==> src/rtl/uart_tx_arbiter.sv <==
// Packet-granular round-robin arbiter sharing the UART TX FIFO write port between
// the debug snapshot sender (0) and the dump sender (1). ARB_HEADER_EN prefixes each packet with a header byte.
module uart_tx_arbiter #(
  parameter logic [15:0] TIMEOUT  = 16'd1000,
  parameter logic [7:0]  HDR_BASE = 8'hA0
) (
  input  logic       clock,
  input  logic       reset,
  input  logic       req0,
  input  logic       wr0,
  input  logic [7:0] data0,
  input  logic       last0,
  output logic       gnt0,
  input  logic       req1,
  input  logic       wr1,
  input  logic [7:0] data1,
  input  logic       last1,
  output logic       gnt1,
  input  logic       fifoFull,
  output logic       fifoWrite,
  output logic [7:0] fifoData,
  output logic       busy,
  output logic       abortPulse,
  output logic       timeoutPulse
);
  localparam int NUM_REQ = 2;

  typedef enum logic [1:0] {
    IDLE,
`ifdef ARB_HEADER_EN
    HDR,
`endif
    BUSY
  } state_t;

  state_t state, stateNext;

  logic [NUM_REQ-1:0]      req, wr, last, gnt, gntNext;
  logic [NUM_REQ-1:0][7:0] data;
  logic        own, ownNext, rrLast, rrLastNext, sel;
  logic [15:0] toCnt, toCntNext;
  logic        abortNext, timeoutNext;
  logic [7:0]  hdrByte;

  assign req  = {req1, req0};
  assign wr   = {wr1, wr0};
  assign last = {last1, last0};
  assign data = {data1, data0};

  assign gnt0 = gnt[0];
  assign gnt1 = gnt[1];
  assign busy = (state != IDLE);

  // On a tie the requester that did not own the last packet wins.
  assign sel     = (req[0] & req[1]) ? ~rrLast : req[1];
  assign hdrByte = HDR_BASE | {7'd0, own};
  assign fifoData = (state == BUSY) ? data[own] : hdrByte;

  always_comb begin
    stateNext   = state;
    ownNext     = own;
    rrLastNext  = rrLast;
    gntNext     = gnt;
    toCntNext   = toCnt;
    abortNext   = 1'b0;
    timeoutNext = 1'b0;
    fifoWrite   = 1'b0;
    case (state)
      IDLE: begin
        if (|req) begin
          ownNext   = sel;
          toCntNext = 16'd0;
`ifdef ARB_HEADER_EN
          stateNext = HDR;
`else
          stateNext = BUSY;
          gntNext   = 2'b01 << sel;
`endif
        end
      end
`ifdef ARB_HEADER_EN
      HDR: begin
        fifoWrite = ~fifoFull;
        if (!req[own]) begin
          stateNext  = IDLE;
          rrLastNext = own;
        end else if (fifoWrite) begin
          stateNext = BUSY;
          gntNext   = 2'b01 << own;
          toCntNext = 16'd0;
        end
      end
`endif
      BUSY: begin
        fifoWrite = gnt[own] & wr[own] & ~fifoFull;
        if (fifoWrite && last[own]) begin
          stateNext  = IDLE;
          gntNext    = '0;
          rrLastNext = own;
        end else if (!req[own]) begin
          stateNext  = IDLE;
          gntNext    = '0;
          rrLastNext = own;
          abortNext  = 1'b1;
        end else if (TIMEOUT != 16'd0 && toCnt == TIMEOUT) begin
          stateNext   = IDLE;
          gntNext     = '0;
          rrLastNext  = own;
          timeoutNext = 1'b1;
        end else if (fifoWrite) begin
          toCntNext = 16'd0;
        end else if (!fifoFull && toCnt != TIMEOUT) begin
          // Backpressure holds the count; only requester idling advances it.
          toCntNext = toCnt + 16'd1;
        end
      end
      default: stateNext = IDLE;
    endcase
    // Reset abandons any packet in flight without a final write.
    if (reset) fifoWrite = 1'b0;
  end

  always_ff @(posedge clock) begin
    if (reset) begin
      state        <= IDLE;
      own          <= 1'b0;
      rrLast       <= 1'b1;
      gnt          <= '0;
      toCnt        <= 16'd0;
      abortPulse   <= 1'b0;
      timeoutPulse <= 1'b0;
    end else begin
      state        <= stateNext;
      own          <= ownNext;
      rrLast       <= rrLastNext;
      gnt          <= gntNext;
      toCnt        <= toCntNext;
      abortPulse   <= abortNext;
      timeoutPulse <= timeoutNext;
    end
  end
endmodule

==> config.mk <==
export PLATFORM = sky130hd
export DESIGN_NAME = uart_tx_arbiter
export DESIGN_NICKNAME = d
export VERILOG_FILES = /design/src/rtl/uart_tx_arbiter.sv
export SDC_FILE = /design/constraint.sdc
export NUM_CORES = 1
export LEC_CHECK = 0
export ABC_AREA = 1
export BUFFER_PORTS_ARGS = -buffer_cell sky130_fd_sc_hd__buf_2
export CAP_MARGIN = 20
export CORE_MARGIN = 2
export CORE_UTILIZATION = 25
export DETAILED_ROUTE_END_ITERATION = 10
export PLACE_DENSITY = 0.4
export REMOVE_ABC_BUFFERS = 1
export SETUP_SLACK_MARGIN = 0.05
export SYNTH_ARGS = -nofsm -noshare
export SYNTH_HDL_FRONTEND = slang
export SYNTH_SLANG_ARGS = --single-unit
==> constraint.sdc <==
create_clock -name clock -period 2.85 [get_ports clock]
set_input_delay 0.4275 -clock clock [delete_from_list [all_inputs] [get_ports clock]]
set_output_delay 0.4275 -clock clock [all_outputs]
set_load 0.1 [all_outputs]
==> results.json <==
{
  "die_h_um": 86.1,
  "synth_xor_area_share_pct": 0.520,
  "rsz0062_at_grt": "no",
  "r2r_start": "own",
  "cts_sinks": 23,
  "vdd_drop_max_uv": 148,
  "area_delta_synth_final_pct": 17.5,
  "syn_inst": 283,
  "drt-vias-per-instance": 4.53,
  "synth_mux_area_share_pct": 0,
  "hold_violations": 0,
  "drv_slew": 0,
  "htreeDepth": 1,
  "fp.coreArea_sq_um": 6420,
  "yosys_register_bits": 23,
  "rr_endpoint": "toCnt[15]",
  "grt_remaining_overflow": 0,
  "p_per_area_nw_per_um2": 449,
  "hp-start": "reset",
  "period_needed_ns": 2.45,
  "root_buffer": "clkbuf_8",
  "postRouteAntennaNets": 0,
  "portBuffers": 38,
  "drt_iter0_drc": 100,
  "synth_cell_types": 30,
  "clk_latency_ns": 0.27,
  "start_util_pct": 26.2,
  "post-route-period-util_pct": 85.8,
  "layout.nets": 348,
  "track_usage_pct": 13.4,
  "synth-simple-area-share_pct": 50.3,
  "gp_congestion": 0.794,
  "p_leak_nw": 0.917,
  "dr.pass1.iters": 4,
  "reg2reg_depth": 10,
  "synth_compound_area_share_pct": 8.39,
  "diodes": 0,
  "synth_seq_area_share_pct": 27.3,
  "hold_class": "primary input to register",
  "cp.required_ns": 2.42,
  "cts_resized": 0,
  "fp.dieW_um": 86.1,
  "relSlewSlack_pct": 66.2,
  "path_max_fanout": 14,
  "ys_warn_count": 0,
  "synth_adder_area_share_pct": 1.48,
  "antenna_found_initial": 0,
  "routed_wl_um": 4820,
  "cts_tree": "built",
  "grt_max_degree": 18,
  "grt_pass1_vias": 1679,
  "clock.fmax_mhz": 409,
  "cts.path.max_buffers": 2,
  "n_fill_cell": 740,
  "syn_area_sq_um": 1690,
  "post-cts-setup-buffer-count": 0,
  "numCtsBuffers": 3,
  "crit_arrival_ns": 2.02,
  "setup_viol": 0,
  "r2r_setup_slack_ns": 0.76,
  "multi_input_area_sq_um": 1020,
  "post-route-drc-count": 0,
  "path_clk_slew_ns": 0.09,
  "design_area_sq_um": 1980,
  "wl_per_cell_um": 12.1,
  "synth_area_per_cell_sq_um": 5.96,
  "ioPinCount": 39,
  "utilization_pct": 30.8,
  "worst_hold_path.endpoint": "toCnt[4]",
  "drive_gt1_share_pct": 19.7,
  "cp-start-kind": "register",
  "regArea_sq_um": 460,
  "max-cap-violations": 0,
  "tightest_slew_ns": 0.506,
  "crit_type": "register to output port",
  "fin_skew_ns": 0.00627,
  "num_rows": 29,
  "synth_top_family_by_area": "simple AND/OR/NAND/NOR gates",
  "holdBufCountCts": 0,
  "dpl.hpwl_um": 3680,
  "min_path_cells": 2,
  "grt_first_pass_wirelength_um": 7970,
  "post_dp_cell_area_sq_um": 1940,
  "vias": 1799,
  "total_power_mw": 0.890,
  "die_area_sq_um": 7410,
  "status": "finished, final reports clean",
  "end_kind": "output port"
}
[cell usage after synthesis]
cell type / instances / share of area, %
nand2_4: 2 / 1.3
clkinv_1: 1 / 0.22
or2_2: 2 / 0.74
o21bai_1: 1 / 0.45
nand3_1: 44 / 13
inv_2: 2 / 0.45
o21ai_4: 1 / 0.97
nand3b_1: 1 / 0.45
inv_1: 30 / 6.7
buf_6: 3 / 2.0
o21ai_0: 9 / 2.7
dfxtp_1: 23 / 27
buf_8: 1 / 0.89
nor3b_1: 1 / 0.45
nor3_1: 5 / 1.5
nand2_2: 4 / 1.5
clkbuf_1: 4 / 0.89
nand4_1: 5 / 1.9
xor2_1: 1 / 0.52
nand3_2: 4 / 2.4
nand2_1: 67 / 15
a21oi_1: 12 / 3.6
o211ai_1: 1 / 0.45
nor2_1: 51 / 11
buf_2: 2 / 0.59
o21ai_1: 1 / 0.30
and2_1: 1 / 0.37
ha_1: 2 / 1.5
nor2_2: 1 / 0.37
clkinv_2: 1 / 0.30
[how the worst max path moves through the flow]
stage / from / endpoint
3_3_place_gp: own / fifoWrite
2_1_floorplan: state[0] / fifoWrite
5_1_grt: own / fifoWrite
4_1_cts: own / fifoWrite
3_5_place_dp: own / fifoWrite
6_report: own / fifoWrite
[worst max-delay path, cell delays in order (launching register included)]
cell,delay (ns)
dfxtp_1,0.44
inv_2,0.24
nand3_1,0.11
nand2_1,0.11
nand2_1,0.19
nor3_1,0.20
buf_2,0.46
[sequential cells by signal (all words and copies together) (netlist names)]
register	count
toCnt	16
rrLast	1
gnt	2
state	1
timeoutPulse	1
abortPulse	1
own	1
[layout make-up]
type / instances / area share [%]
timing repair buffer: 43 / 11.5
sequential: 23 / 23.2
clock buffer: 4 / 2.27
tap: 77 / 4.86
inverter: 34 / 6.51
multi-input combinational: 216 / 51.6
[metal layers]
layer  wire length [um]  global-route usage [%]  part of all wire (%)  vias to the layer above
met5                  0                       0                     0                        -
met4                 23                    2.16                  0.48                        0
met3                271                    2.69                   5.6                        2
met2               2140                    22.3                    44                       39
met1               2380                    18.2                    49                      780
li1                   -                       -                     -                      978
[where the power goes]
part	internal [mW]	leakage, nW	total (mW)	switching (mW)
sequential	0.343	0.188	0.369	0.0261
clock	0.100	0.0228	0.211	0.111
combinational	0.0824	0.706	0.309	0.227
[logic make-up (layout without fill, tap and decap cells)]
logic type	count (synthesis)	in the layout
xor gates and xnor gates	1	1
AOI/OAI and AO/OA	25	25
DFF	23	23
buffers and inverters	44	81
adders and majority gates	2	2
and+or+nand+nor	188	188
[cell usage in the layout, fill, tap and decap left out, drive strengths merged, types with 2 or more instances in the layout]
cell type / instances
nand4: 5
ha: 2
o21ai: 11
nor3: 5
inv: 32
nor2: 52
dfxtp: 23
clkbuf: 4
nand2: 73
nand3: 48
buf: 43
clkinv: 2
a21oi: 12
or2: 2
[metrics by stage]
stage	instances	hold slack (ns)	setup slack (ns)	setup TNS, ns
after CTS	397	0.465	0.321	0
after global routing	397	0.473	0.235	0
after floorplan	273	0.446	-1.42	-2.63
final	397	0.464	0.404	0
after detailed placement	393	0.471	0.648	0
after global placement	393	0.479	0.711	0
(Power assumes the default switching activity.)
